[src/rtl/alu_types.sv]
// rtl/alu_types.sv - ALU control encodings and shared constants for the ID/EX stage
package alu_types;

  typedef logic [3:0] alu_control_t;

  localparam alu_control_t ALU_ADD  = 4'b1000;
  localparam alu_control_t ALU_SUB  = 4'b1100;
  localparam alu_control_t ALU_SLT  = 4'b1101;
  localparam alu_control_t ALU_SLTU = 4'b1111;

  localparam logic [4:0] REG_ZERO = 5'd0;

endpackage

[src/rtl/id_ex_stage_if.sv]
// rtl/id_ex_stage_if.sv - decode-side and execute-side handshake bundle of the ID/EX stage
interface id_ex_stage_if #(
  parameter int N  = 32,
  parameter int RA = 5
);
  import alu_types::*;

  logic          in_valid;
  logic          in_ready;
  logic [RA-1:0] in_rs1_addr;
  logic [RA-1:0] in_rs2_addr;
  logic [N-1:0]  in_rs1_data;
  logic [N-1:0]  in_rs2_data;
  logic [RA-1:0] in_rd_addr;
  logic          in_reg_write;
  logic [N-1:0]  in_imm;
  logic          in_b_sel_imm;
  logic          in_a_sel_pc;
  logic [N-1:0]  in_pc;
  alu_control_t  in_alu_control;

  logic          out_valid;
  logic          out_ready;
  logic [N-1:0]  alu_a;
  logic [N-1:0]  alu_b;
  alu_control_t  alu_control;
  logic [RA-1:0] out_rd_addr;
  logic          out_reg_write;

  modport master (
    output in_valid, in_rs1_addr, in_rs2_addr, in_rs1_data, in_rs2_data,
           in_rd_addr, in_reg_write, in_imm, in_b_sel_imm, in_a_sel_pc,
           in_pc, in_alu_control, out_ready,
    input  in_ready, out_valid, alu_a, alu_b, alu_control, out_rd_addr,
           out_reg_write
  );

  modport slave (
    input  in_valid, in_rs1_addr, in_rs2_addr, in_rs1_data, in_rs2_data,
           in_rd_addr, in_reg_write, in_imm, in_b_sel_imm, in_a_sel_pc,
           in_pc, in_alu_control, out_ready,
    output in_ready, out_valid, alu_a, alu_b, alu_control, out_rd_addr,
           out_reg_write
  );

endinterface

[src/rtl/operand_fwd_mux.sv]
// rtl/operand_fwd_mux.sv - resolves one source operand from RF, EX/MEM or MEM/WB
module operand_fwd_mux
  import alu_types::*;
#(
  parameter int N  = 32,
  parameter int RA = 5
) (
  input  logic [RA-1:0] addr,
  input  logic [N-1:0]  rf_data,
  input  logic          ex_valid,
  input  logic [RA-1:0] ex_rd,
  input  logic [N-1:0]  ex_data,
  input  logic          wb_valid,
  input  logic [RA-1:0] wb_rd,
  input  logic [N-1:0]  wb_data,
  output logic [N-1:0]  data
);

  always_comb begin
    data = rf_data;
    // x0 reads as zero even if a producer claims to write it
    if (addr == RA'(REG_ZERO)) begin
      data = '0;
    end else if (ex_valid && (ex_rd == addr)) begin
      data = ex_data;
    end else if (wb_valid && (wb_rd == addr)) begin
      data = wb_data;
    end
  end

endmodule

[src/rtl/id_ex_stage.sv]
// rtl/id_ex_stage.sv - decode-to-execute register driving ALU operands and control
module id_ex_stage
  import alu_types::*;
#(
  parameter int N    = 32,
  parameter int RA   = 5,
  parameter int SC_W = 16
) (
  input  logic            clk,
  input  logic            rst,
  input  logic            flush,
  id_ex_stage_if.slave    bus,
  input  logic            ex_fwd_valid,
  input  logic [RA-1:0]   ex_fwd_rd,
  input  logic [N-1:0]    ex_fwd_data,
  input  logic            wb_fwd_valid,
  input  logic [RA-1:0]   wb_fwd_rd,
  input  logic [N-1:0]    wb_fwd_data,
  output logic [SC_W-1:0] stall_count
);

  logic            out_valid_q, out_valid_d;
  logic [N-1:0]    alu_a_q, alu_a_d;
  logic [N-1:0]    alu_b_q, alu_b_d;
  alu_control_t    alu_control_q, alu_control_d;
  logic [RA-1:0]   rd_addr_q, rd_addr_d;
  logic            reg_write_q, reg_write_d;
  logic [RA-1:0]   rs1_q, rs1_d;
  logic [RA-1:0]   rs2_q, rs2_d;
  logic            a_sel_pc_q, a_sel_pc_d;
  logic            b_sel_imm_q, b_sel_imm_d;
  logic [SC_W-1:0] stall_q, stall_d;

  logic [N-1:0] rs1_resolved;
  logic [N-1:0] rs2_resolved;
  logic         capture;
  logic         hold;

  operand_fwd_mux #(.N(N), .RA(RA)) u_rs1_mux (
    .addr    (bus.in_rs1_addr),
    .rf_data (bus.in_rs1_data),
    .ex_valid(ex_fwd_valid),
    .ex_rd   (ex_fwd_rd),
    .ex_data (ex_fwd_data),
    .wb_valid(wb_fwd_valid),
    .wb_rd   (wb_fwd_rd),
    .wb_data (wb_fwd_data),
    .data    (rs1_resolved)
  );

  operand_fwd_mux #(.N(N), .RA(RA)) u_rs2_mux (
    .addr    (bus.in_rs2_addr),
    .rf_data (bus.in_rs2_data),
    .ex_valid(ex_fwd_valid),
    .ex_rd   (ex_fwd_rd),
    .ex_data (ex_fwd_data),
    .wb_valid(wb_fwd_valid),
    .wb_rd   (wb_fwd_rd),
    .wb_data (wb_fwd_data),
    .data    (rs2_resolved)
  );

  assign bus.in_ready = ~out_valid_q | bus.out_ready;
  assign capture      = bus.in_valid & bus.in_ready & ~flush;
  assign hold         = out_valid_q & ~bus.out_ready & ~flush;

  always_comb begin
    out_valid_d   = out_valid_q;
    alu_a_d       = alu_a_q;
    alu_b_d       = alu_b_q;
    alu_control_d = alu_control_q;
    rd_addr_d     = rd_addr_q;
    reg_write_d   = reg_write_q;
    rs1_d         = rs1_q;
    rs2_d         = rs2_q;
    a_sel_pc_d    = a_sel_pc_q;
    b_sel_imm_d   = b_sel_imm_q;

    if (flush) begin
      out_valid_d = 1'b0;
      reg_write_d = 1'b0;
    end else if (capture) begin
      out_valid_d   = 1'b1;
      alu_a_d       = bus.in_a_sel_pc  ? bus.in_pc  : rs1_resolved;
      alu_b_d       = bus.in_b_sel_imm ? bus.in_imm : rs2_resolved;
      alu_control_d = bus.in_alu_control;
      rd_addr_d     = bus.in_rd_addr;
      reg_write_d   = bus.in_reg_write;
      rs1_d         = bus.in_rs1_addr;
      rs2_d         = bus.in_rs2_addr;
      a_sel_pc_d    = bus.in_a_sel_pc;
      b_sel_imm_d   = bus.in_b_sel_imm;
    end else if (out_valid_q && bus.out_ready) begin
      out_valid_d = 1'b0;
    end else if (hold) begin
      // A held entry may have captured stale RF data; WB writes landing now patch it
      if (wb_fwd_valid && !a_sel_pc_q && (rs1_q != RA'(REG_ZERO)) && (wb_fwd_rd == rs1_q))
        alu_a_d = wb_fwd_data;
      if (wb_fwd_valid && !b_sel_imm_q && (rs2_q != RA'(REG_ZERO)) && (wb_fwd_rd == rs2_q))
        alu_b_d = wb_fwd_data;
    end
  end

  always_comb begin
    stall_d = stall_q;
    if (out_valid_q && !bus.out_ready && (stall_q != {SC_W{1'b1}}))
      stall_d = stall_q + SC_W'(1);
  end

  always_ff @(posedge clk or posedge rst) begin
    if (rst) begin
      out_valid_q   <= 1'b0;
      alu_a_q       <= '0;
      alu_b_q       <= '0;
      alu_control_q <= 4'b0000;
      rd_addr_q     <= '0;
      reg_write_q   <= 1'b0;
      rs1_q         <= '0;
      rs2_q         <= '0;
      a_sel_pc_q    <= 1'b0;
      b_sel_imm_q   <= 1'b0;
      stall_q       <= '0;
    end else begin
      out_valid_q   <= out_valid_d;
      alu_a_q       <= alu_a_d;
      alu_b_q       <= alu_b_d;
      alu_control_q <= alu_control_d;
      rd_addr_q     <= rd_addr_d;
      reg_write_q   <= reg_write_d;
      rs1_q         <= rs1_d;
      rs2_q         <= rs2_d;
      a_sel_pc_q    <= a_sel_pc_d;
      b_sel_imm_q   <= b_sel_imm_d;
      stall_q       <= stall_d;
    end
  end

  assign bus.out_valid     = out_valid_q;
  assign bus.alu_a         = alu_a_q;
  assign bus.alu_b         = alu_b_q;
  assign bus.alu_control   = alu_control_q;
  assign bus.out_rd_addr   = rd_addr_q;
  assign bus.out_reg_write = reg_write_q;
  assign stall_count       = stall_q;

endmodule

[src/flat_wrapper.sv]
// flat-port wrapper written by rule: the top's interface ports become plain ports
module id_ex_stage_flat import alu_types::*;
#(
  parameter int N    = 32,
  parameter int RA   = 5,
  parameter int SC_W = 16
)
  (clk, rst, flush, ex_fwd_valid, ex_fwd_rd, ex_fwd_data, wb_fwd_valid, wb_fwd_rd, wb_fwd_data, stall_count, bus_in_valid, bus_in_rs1_addr, bus_in_rs2_addr, bus_in_rs1_data, bus_in_rs2_data, bus_in_rd_addr, bus_in_reg_write, bus_in_imm, bus_in_b_sel_imm, bus_in_a_sel_pc, bus_in_pc, bus_in_alu_control, bus_out_ready, bus_in_ready, bus_out_valid, bus_alu_a, bus_alu_b, bus_alu_control, bus_out_rd_addr, bus_out_reg_write);
  id_ex_stage_if #(.N(N), .RA(RA)) bus_i ();
  input  logic clk;
  input  logic rst;
  input  logic flush;
  input  logic ex_fwd_valid;
  input  logic [RA-1:0] ex_fwd_rd;
  input  logic [N-1:0] ex_fwd_data;
  input  logic wb_fwd_valid;
  input  logic [RA-1:0] wb_fwd_rd;
  input  logic [N-1:0] wb_fwd_data;
  output logic [SC_W-1:0] stall_count;
  input wire logic [$bits(bus_i.in_valid)-1:0] bus_in_valid;
  input wire logic [$bits(bus_i.in_rs1_addr)-1:0] bus_in_rs1_addr;
  input wire logic [$bits(bus_i.in_rs2_addr)-1:0] bus_in_rs2_addr;
  input wire logic [$bits(bus_i.in_rs1_data)-1:0] bus_in_rs1_data;
  input wire logic [$bits(bus_i.in_rs2_data)-1:0] bus_in_rs2_data;
  input wire logic [$bits(bus_i.in_rd_addr)-1:0] bus_in_rd_addr;
  input wire logic [$bits(bus_i.in_reg_write)-1:0] bus_in_reg_write;
  input wire logic [$bits(bus_i.in_imm)-1:0] bus_in_imm;
  input wire logic [$bits(bus_i.in_b_sel_imm)-1:0] bus_in_b_sel_imm;
  input wire logic [$bits(bus_i.in_a_sel_pc)-1:0] bus_in_a_sel_pc;
  input wire logic [$bits(bus_i.in_pc)-1:0] bus_in_pc;
  input wire logic [$bits(bus_i.in_alu_control)-1:0] bus_in_alu_control;
  input wire logic [$bits(bus_i.out_ready)-1:0] bus_out_ready;
  output wire logic [$bits(bus_i.in_ready)-1:0] bus_in_ready;
  output wire logic [$bits(bus_i.out_valid)-1:0] bus_out_valid;
  output wire logic [$bits(bus_i.alu_a)-1:0] bus_alu_a;
  output wire logic [$bits(bus_i.alu_b)-1:0] bus_alu_b;
  output wire logic [$bits(bus_i.alu_control)-1:0] bus_alu_control;
  output wire logic [$bits(bus_i.out_rd_addr)-1:0] bus_out_rd_addr;
  output wire logic [$bits(bus_i.out_reg_write)-1:0] bus_out_reg_write;
  assign bus_i.in_valid = bus_in_valid;
  assign bus_i.in_rs1_addr = bus_in_rs1_addr;
  assign bus_i.in_rs2_addr = bus_in_rs2_addr;
  assign bus_i.in_rs1_data = bus_in_rs1_data;
  assign bus_i.in_rs2_data = bus_in_rs2_data;
  assign bus_i.in_rd_addr = bus_in_rd_addr;
  assign bus_i.in_reg_write = bus_in_reg_write;
  assign bus_i.in_imm = bus_in_imm;
  assign bus_i.in_b_sel_imm = bus_in_b_sel_imm;
  assign bus_i.in_a_sel_pc = bus_in_a_sel_pc;
  assign bus_i.in_pc = bus_in_pc;
  assign bus_i.in_alu_control = bus_in_alu_control;
  assign bus_i.out_ready = bus_out_ready;
  assign bus_in_ready = bus_i.in_ready;
  assign bus_out_valid = bus_i.out_valid;
  assign bus_alu_a = bus_i.alu_a;
  assign bus_alu_b = bus_i.alu_b;
  assign bus_alu_control = bus_i.alu_control;
  assign bus_out_rd_addr = bus_i.out_rd_addr;
  assign bus_out_reg_write = bus_i.out_reg_write;
  id_ex_stage #(.N(N), .RA(RA), .SC_W(SC_W)) u_core (.clk(clk), .rst(rst), .flush(flush), .bus(bus_i), .ex_fwd_valid(ex_fwd_valid), .ex_fwd_rd(ex_fwd_rd), .ex_fwd_data(ex_fwd_data), .wb_fwd_valid(wb_fwd_valid), .wb_fwd_rd(wb_fwd_rd), .wb_fwd_data(wb_fwd_data), .stall_count(stall_count));
endmodule
[config.mk]
export PLATFORM = sky130hd
export DESIGN_NAME = id_ex_stage_flat
export DESIGN_NICKNAME = d
export VERILOG_FILES = /design/src/rtl/alu_types.sv /design/src/rtl/id_ex_stage_if.sv /design/src/rtl/operand_fwd_mux.sv /design/src/rtl/id_ex_stage.sv /design/src/flat_wrapper.sv
export SDC_FILE = /design/constraint.sdc
export NUM_CORES = 1
export LEC_CHECK = 0
export CORE_ASPECT_RATIO = 1.25
export CORE_MARGIN = 2
export CORE_UTILIZATION = 42
export DETAILED_ROUTE_END_ITERATION = 16
export PLACE_DENSITY = 0.82
export SYNTH_ARGS = -nofsm -noshare
export SYNTH_HDL_FRONTEND = slang
export SYNTH_SLANG_ARGS = --single-unit
[constraint.sdc]
create_clock -name clk -period 5.1 [get_ports clk]
set_input_delay 1.53 -clock clk [delete_from_list [all_inputs] [get_ports clk]]
set_output_delay 1.53 -clock clk [all_outputs]
set_load 0.005 [all_outputs]
* After elaboration in Yosys (flattened, before gate mapping)
Index checks and enable logic that the tools add are counted.
** Operators by class
- Add/sub/neg operators :: 1
- $mul :: 0
- Divide/modulo/power cells :: 0
- Magnitude comparators :: 0
- Eq/ne operators :: 8
- Shifts and indexed selects :: 0
- Muxes and demuxes :: 21
- Bitwise gates (word level) :: 8
- Reductions and logical operators :: 28
** Operators by type and width (count)
- 32-bit 2-to-1 mux :: 16
- 5-bit equality test :: 6
- 16-bit by 1-bit adder with 16-bit output, second input constant :: 1
- 16-bit inequality test, second input constant :: 1
- 1-bit logical AND :: 13
- 5-bit logical NOT :: 2
- 5-bit nonzero test :: 2
- 4-bit AND reduction :: 2
- 2-bit nonzero test :: 4
- 1-bit 2-to-1 mux :: 5
- 1-bit bitwise AND :: 4
- 1-bit logical NOT :: 3
- 1-bit NOT :: 3
- 3-bit nonzero test :: 1
- 2-bit by 1-bit inequality test with 1-bit output, second input constant :: 1
- 2-bit AND reduction :: 1
- 1-bit bitwise OR :: 1
** Word-level totals
- Flip-flop bits (word level) :: 103
- Latch bits :: 0
- Memory bits (writable) :: 0
- ROM bits :: 0
- Input port bits :: 231
- Logic and storage cells :: 77
- Memories :: 0

* Logic depth before layout (Yosys ltp)
- Depth in word-level cells :: 8
- Depth in mapped cells :: 8

* By module
Synthesis repeated with hierarchy kept, for this count alone.
** Second synthesis, totals
- Cell total of the unflattened synthesis :: 1044
- Area, all modules :: 8812.2 um^2
** By module, submodules not included
- id_ex_stage :: instances 1, cells each 652, area each 6304.8 um^2, sequential area each 2577.5 um^2
- operand_fwd_mux :: instances 2, cells each 196, area each 1253.7 um^2, sequential area each 0.0 um^2

* Worst setup path before layout
OpenSTA, ideal clock, no wires.
- Path type :: input -> output
- Start point :: input bus_out_ready
- End point :: output bus_in_ready
- Data arrival time :: 1.788 ns
- Required time :: 3.570 ns
- Slack :: 1.782 ns
- Cell stages on the path :: 2
- Cell sequence :: nor2b_1 -> inv_1
** On the way
- Word-level cells in the longest chain between the ends :: 1
** Ends and longest elaborated chain
- start, declared :: RTL line flat_wrapper.sv:32 : input wire logic [$bits(bus_i.out_ready)-1:0] bus_out_ready;
- 1-bit bitwise OR :: RTL line id_ex_stage.sv:63 : assign bus.in_ready = ~out_valid_q | bus.out_ready;
- end, declared :: RTL line flat_wrapper.sv:33 : output wire logic [$bits(bus_i.in_ready)-1:0] bus_in_ready;
Every way passes these cells.

* Worst setup path in the final report
Ends and elaborated chain as after synthesis.

==> results <==
- In the synthesized netlist the dominant register cell turns out to be sky130_fd_sc_hd__dfrtp_1.
- The floorplan die area is 0.0170 mm².
- The startpoint identified for the worst register-to-register timing path is u_core.bus.out_valid$_DFFE_PP0P_.
- Following the worst setup path forward leads to its endpoint at bus_in_ready.
- The routed via count divided by cell count is 6.52.
- For the final routed database, the setup TNS stands at 0 ns.
- For this run, the share of the core covered by cells in the final layout is 66.5%.
- For the worst-skew pair, the clock arrives at the later sink with an insertion delay of 0.36 ns.
- The async set or reset register ratio after synthesis is 100%.
- The register clock-pin slew on the reported worst setup and hold paths is 0.07 ns.
- STA classifies the critical path endpoint as an output port.
- The post-synthesis net count is 1006.
- The max-slew violation count is 0.
- The total power divided by cell area is 263 mW/mm².
- The final hold violation count is 0.
- The worst-case setup margin in the final layout is 0.793 ns.
- The slew at the pin closest to its max-slew limit is 1.05 ns.
- The finished layout holds 1263 standard cells, fillers aside.
- The cell count after placement is 1246.
- Across the run, the number of max-cap violations was 0.
- The worst register-to-register path has a setup slack of 2.60 ns.
- The flow ran to the end, and the final reports show no timing, DRC or antenna violations.
- The path depth of the worst reg2reg path is 9.
- Routability-driven placement finished with a final weighted congestion of 0.905.
- The worst endpoint data arrival time is 2.78 ns.
- The floorplan step set the die height to 145 µm.
- In the layout the commonest cells are sky130_fd_sc_hd__clkdlybuf4s50_1, sky130_fd_sc_hd__dfrtp_1, sky130_fd_sc_hd__nor2_1.
- The clock drives 103 sinks.
- The synthesized netlist contains 33 unique library cells.
- The number of DRC violations after detailed routing is 0.
- The cell leakage power is 3.66 nW.
- The initial DRC count is 1072.
- The via count of the first global-routing pass is 8087.
- The routed layout has 8241 vias.
- The number of buffers inserted for hold repair after clock tree synthesis is 0.
- The first detailed-routing pass took 6 iterations.
- The proportion of layout cells with a drive suffix above 1 is 6.19%.
- Once the floorplan was initialized, standard cells occupied 43.0% of the core.
- Once the clock tree was built, the resizer swapped 0 gates to a different size.
- The count of fill cells added during filler insertion is 1311.
- The initial antenna violation count is 1.
- The minimum clock period is 4.31 ns.
- The total area inside the core boundary comes to 0.0156 mm².
- The critical path launch point is bus_out_ready.
- The total setup buffers inserted after CTS is 0.
- The average footprint of a synthesized cell is 8.68 µm².
- The headroom to the max-slew limit is 29.5%.
- The startpoint type of the worst setup path is a primary input.
- TritonCTS built the clock tree.
- The most common cell after layout, fill and taps aside is sky130_fd_sc_hd__clkdlybuf4s50_1.
- The aggregate global routing overflow is 0.
- The horizontal die dimension is 117 µm.
- The biggest fanout along the worst timing path is 5.
- The yosys synthesis warning count is 0.
- The floorplan has 51 rows.
- The area added between synthesis and finish is 54.8%.
- The class of the worst hold path is flip-flop to flip-flop.
- The power consumption is 2.73 mW.
- The critical path required time is 3.57 ns.
- Synthesis inferred 103 register bits.
- The CTS buffer count is 9.
- The upper clock frequency limit is 232 MHz.
- Input and output buffers added on the ports amount to 322.
- The portion of the clock cycle consumed by the worst path in the final layout is 84.4%.
- The start-to-end type of the worst setup path is primary input to output port.
- The worst slack at placement is 0.791 ns.
- In this run the number of H-tree levels came out at 3.
- Across every metal layer, demand over resource in global routing totals 34.9%.
- The clock skew is 0.0145 ns.
- The cell area after synthesis is 0.00672 mm².
- The number of primary I/O pins is 323.
- Setup violations remaining at the end of the flow were counted as 0.
- The total detailed-routing wirelength is 30.3 mm.
- In the final design database the tool counted 1277 nets.
- Summed over all nets, the half-perimeter wirelength after detailed placement is 20.4 mm.
- The maximum number of pins on one net before global-route repair is 73.
- The cell count after synthesis came out at 774.
- The proportion of synthesized chip area in sequential cells is 38.4%.
- Across the VDD grid, the largest voltage drop is 210 µV.
- Dividing the detail-routed wire length by the instance count gives 24.0 µm.
- Counting instances, the worst hold path has a depth of 1.
- Setup repair after global routing left no endpoint under its margin.
- The clock root buffer is sky130_fd_sc_hd__clkbuf_16.
- The wire length of the first global-routing pass is 45.8 mm.
- The antenna violation net count after detailed routing is 0.
- The clock passes through at most 2 buffers.
- The terminus of the critical flop-to-flop path is u_core.bus.alu_b[5]$_DFFE_PP0P_.
- The number of enable-type register cells in the synthesized netlist is 0.
-- registers in the layout, summed over array words and instances, names as in the netlist --
name / count
u_core.bus.alu_a: 32
u_core.bus.alu_b: 32
u_core.stall_count: 16
u_core.bus.out_rd_addr: 5
u_core.rs1_q: 5
u_core.rs2_q: 5
u_core.bus.alu_control: 4
u_core.a_sel_pc_q: 1
u_core.b_sel_imm_q: 1
u_core.bus.out_reg_write: 1
u_core.bus.out_valid: 1
-- worst max-delay path: stages --
cell and delay [ns]:
sky130_fd_sc_hd__clkdlybuf4s50_1 0.44, sky130_fd_sc_hd__nor2b_1 0.21, sky130_fd_sc_hd__inv_1 0.13, sky130_fd_sc_hd__clkdlybuf4s50_1 0.47
-- worst min-delay path by stage --
stage	start	end	slack, ns
2_1_floorplan	u_core.stall_count[6]$_DFFE_PP0P_	u_core.stall_count[6]$_DFFE_PP0P_	0.48
3_3_place_gp	u_core.bus.out_rd_addr[4]$_DFFE_PP0P_	u_core.bus.out_rd_addr[4]$_DFFE_PP0P_	0.49
3_5_place_dp	u_core.bus.out_rd_addr[4]$_DFFE_PP0P_	u_core.bus.out_rd_addr[4]$_DFFE_PP0P_	0.50
4_1_cts	u_core.bus.out_rd_addr[4]$_DFFE_PP0P_	u_core.bus.out_rd_addr[4]$_DFFE_PP0P_	0.51
5_1_grt	u_core.bus.out_rd_addr[4]$_DFFE_PP0P_	u_core.bus.out_rd_addr[4]$_DFFE_PP0P_	0.53
6_report	u_core.bus.out_rd_addr[4]$_DFFE_PP0P_	u_core.bus.out_rd_addr[4]$_DFFE_PP0P_	0.51
-- kinds of logic (layout without fill, tap and decap cells) --
logic type,Yosys count,after routing,synth area share [%]
AO/OA/AOI/OAI,266,266,29.0
AND/OR/NAND/NOR,254,254,18.3
flip-flops,103,103,38.4
buffers and inverters,87,363,5.10
XOR/XNOR,43,43,5.61
multiplexers,20,20,3.35
adder cells (fa/ha/maj),1,1,0.186
other,0,1,0
-- metal layers --
metal  GRT usage [%]  share of wire, %  up-vias
li1                -                 -     3534
met1            42.4                35     3937
met2            55.7                47      628
met3            7.83                11      142
met4            20.7               6.5        0
met5               0                 0        -
-- per-stage QoR --
| stage | instance area [µm²] | hold slack [ns] |
|---|---|---|
| after floorplan | 6720 | 0.482 |
| after global placement | 10100 | 0.488 |
| after detailed placement | 10100 | 0.496 |
| after CTS | 10400 | 0.512 |
| after global routing | 10400 | 0.529 |
| final | 10400 | 0.511 |
-- area by class of cell --
cell class / instances / area (µm²) / share of cell area (%)
tap: 212 / 265 / 2.55
inverter: 5 / 21.3 / 0.205
timing repair buffer: 342 / 3390 / 32.6
clock inverter: 5 / 63.8 / 0.614
clock buffer: 11 / 253 / 2.43
multi-input combinational: 584 / 3830 / 36.8
antenna: 1 / 2.50 / 0.0241
sequential: 103 / 2580 / 24.8
-- synth_stat cells, drive strengths merged (3+ instances only) --
| master | n | area share [%] |
|---|---|---|
| a21oi | 4 | 0.30 |
| a22oi | 64 | 7.2 |
| a311o | 64 | 9.5 |
| a31oi | 64 | 6.0 |
| and4 | 4 | 0.52 |
| buf | 14 | 1.0 |
| clkbuf | 68 | 3.8 |
| dfrtp | 103 | 38 |
| inv | 5 | 0.28 |
| mux2 | 20 | 3.4 |
| nand2 | 10 | 0.56 |
| nand3 | 69 | 5.1 |
| nand4 | 11 | 1.0 |
| nor2 | 73 | 4.1 |
| nor2b | 3 | 0.28 |
| nor3 | 69 | 5.1 |
| o21ai | 64 | 4.8 |
| or4 | 4 | 0.45 |
| xnor2 | 29 | 3.8 |
| xor2 | 14 | 1.8 |
-- power breakdown --
| group | internal [mW] | switching, mW |
|---|---|---|
| Clock | 0.413 | 0.340 |
| Sequential | 0.952 | 0.108 |
| Combinational | 0.519 | 0.398 |
| Total | 1.88 | 0.846 |
(Power assumes the default switching activity.)
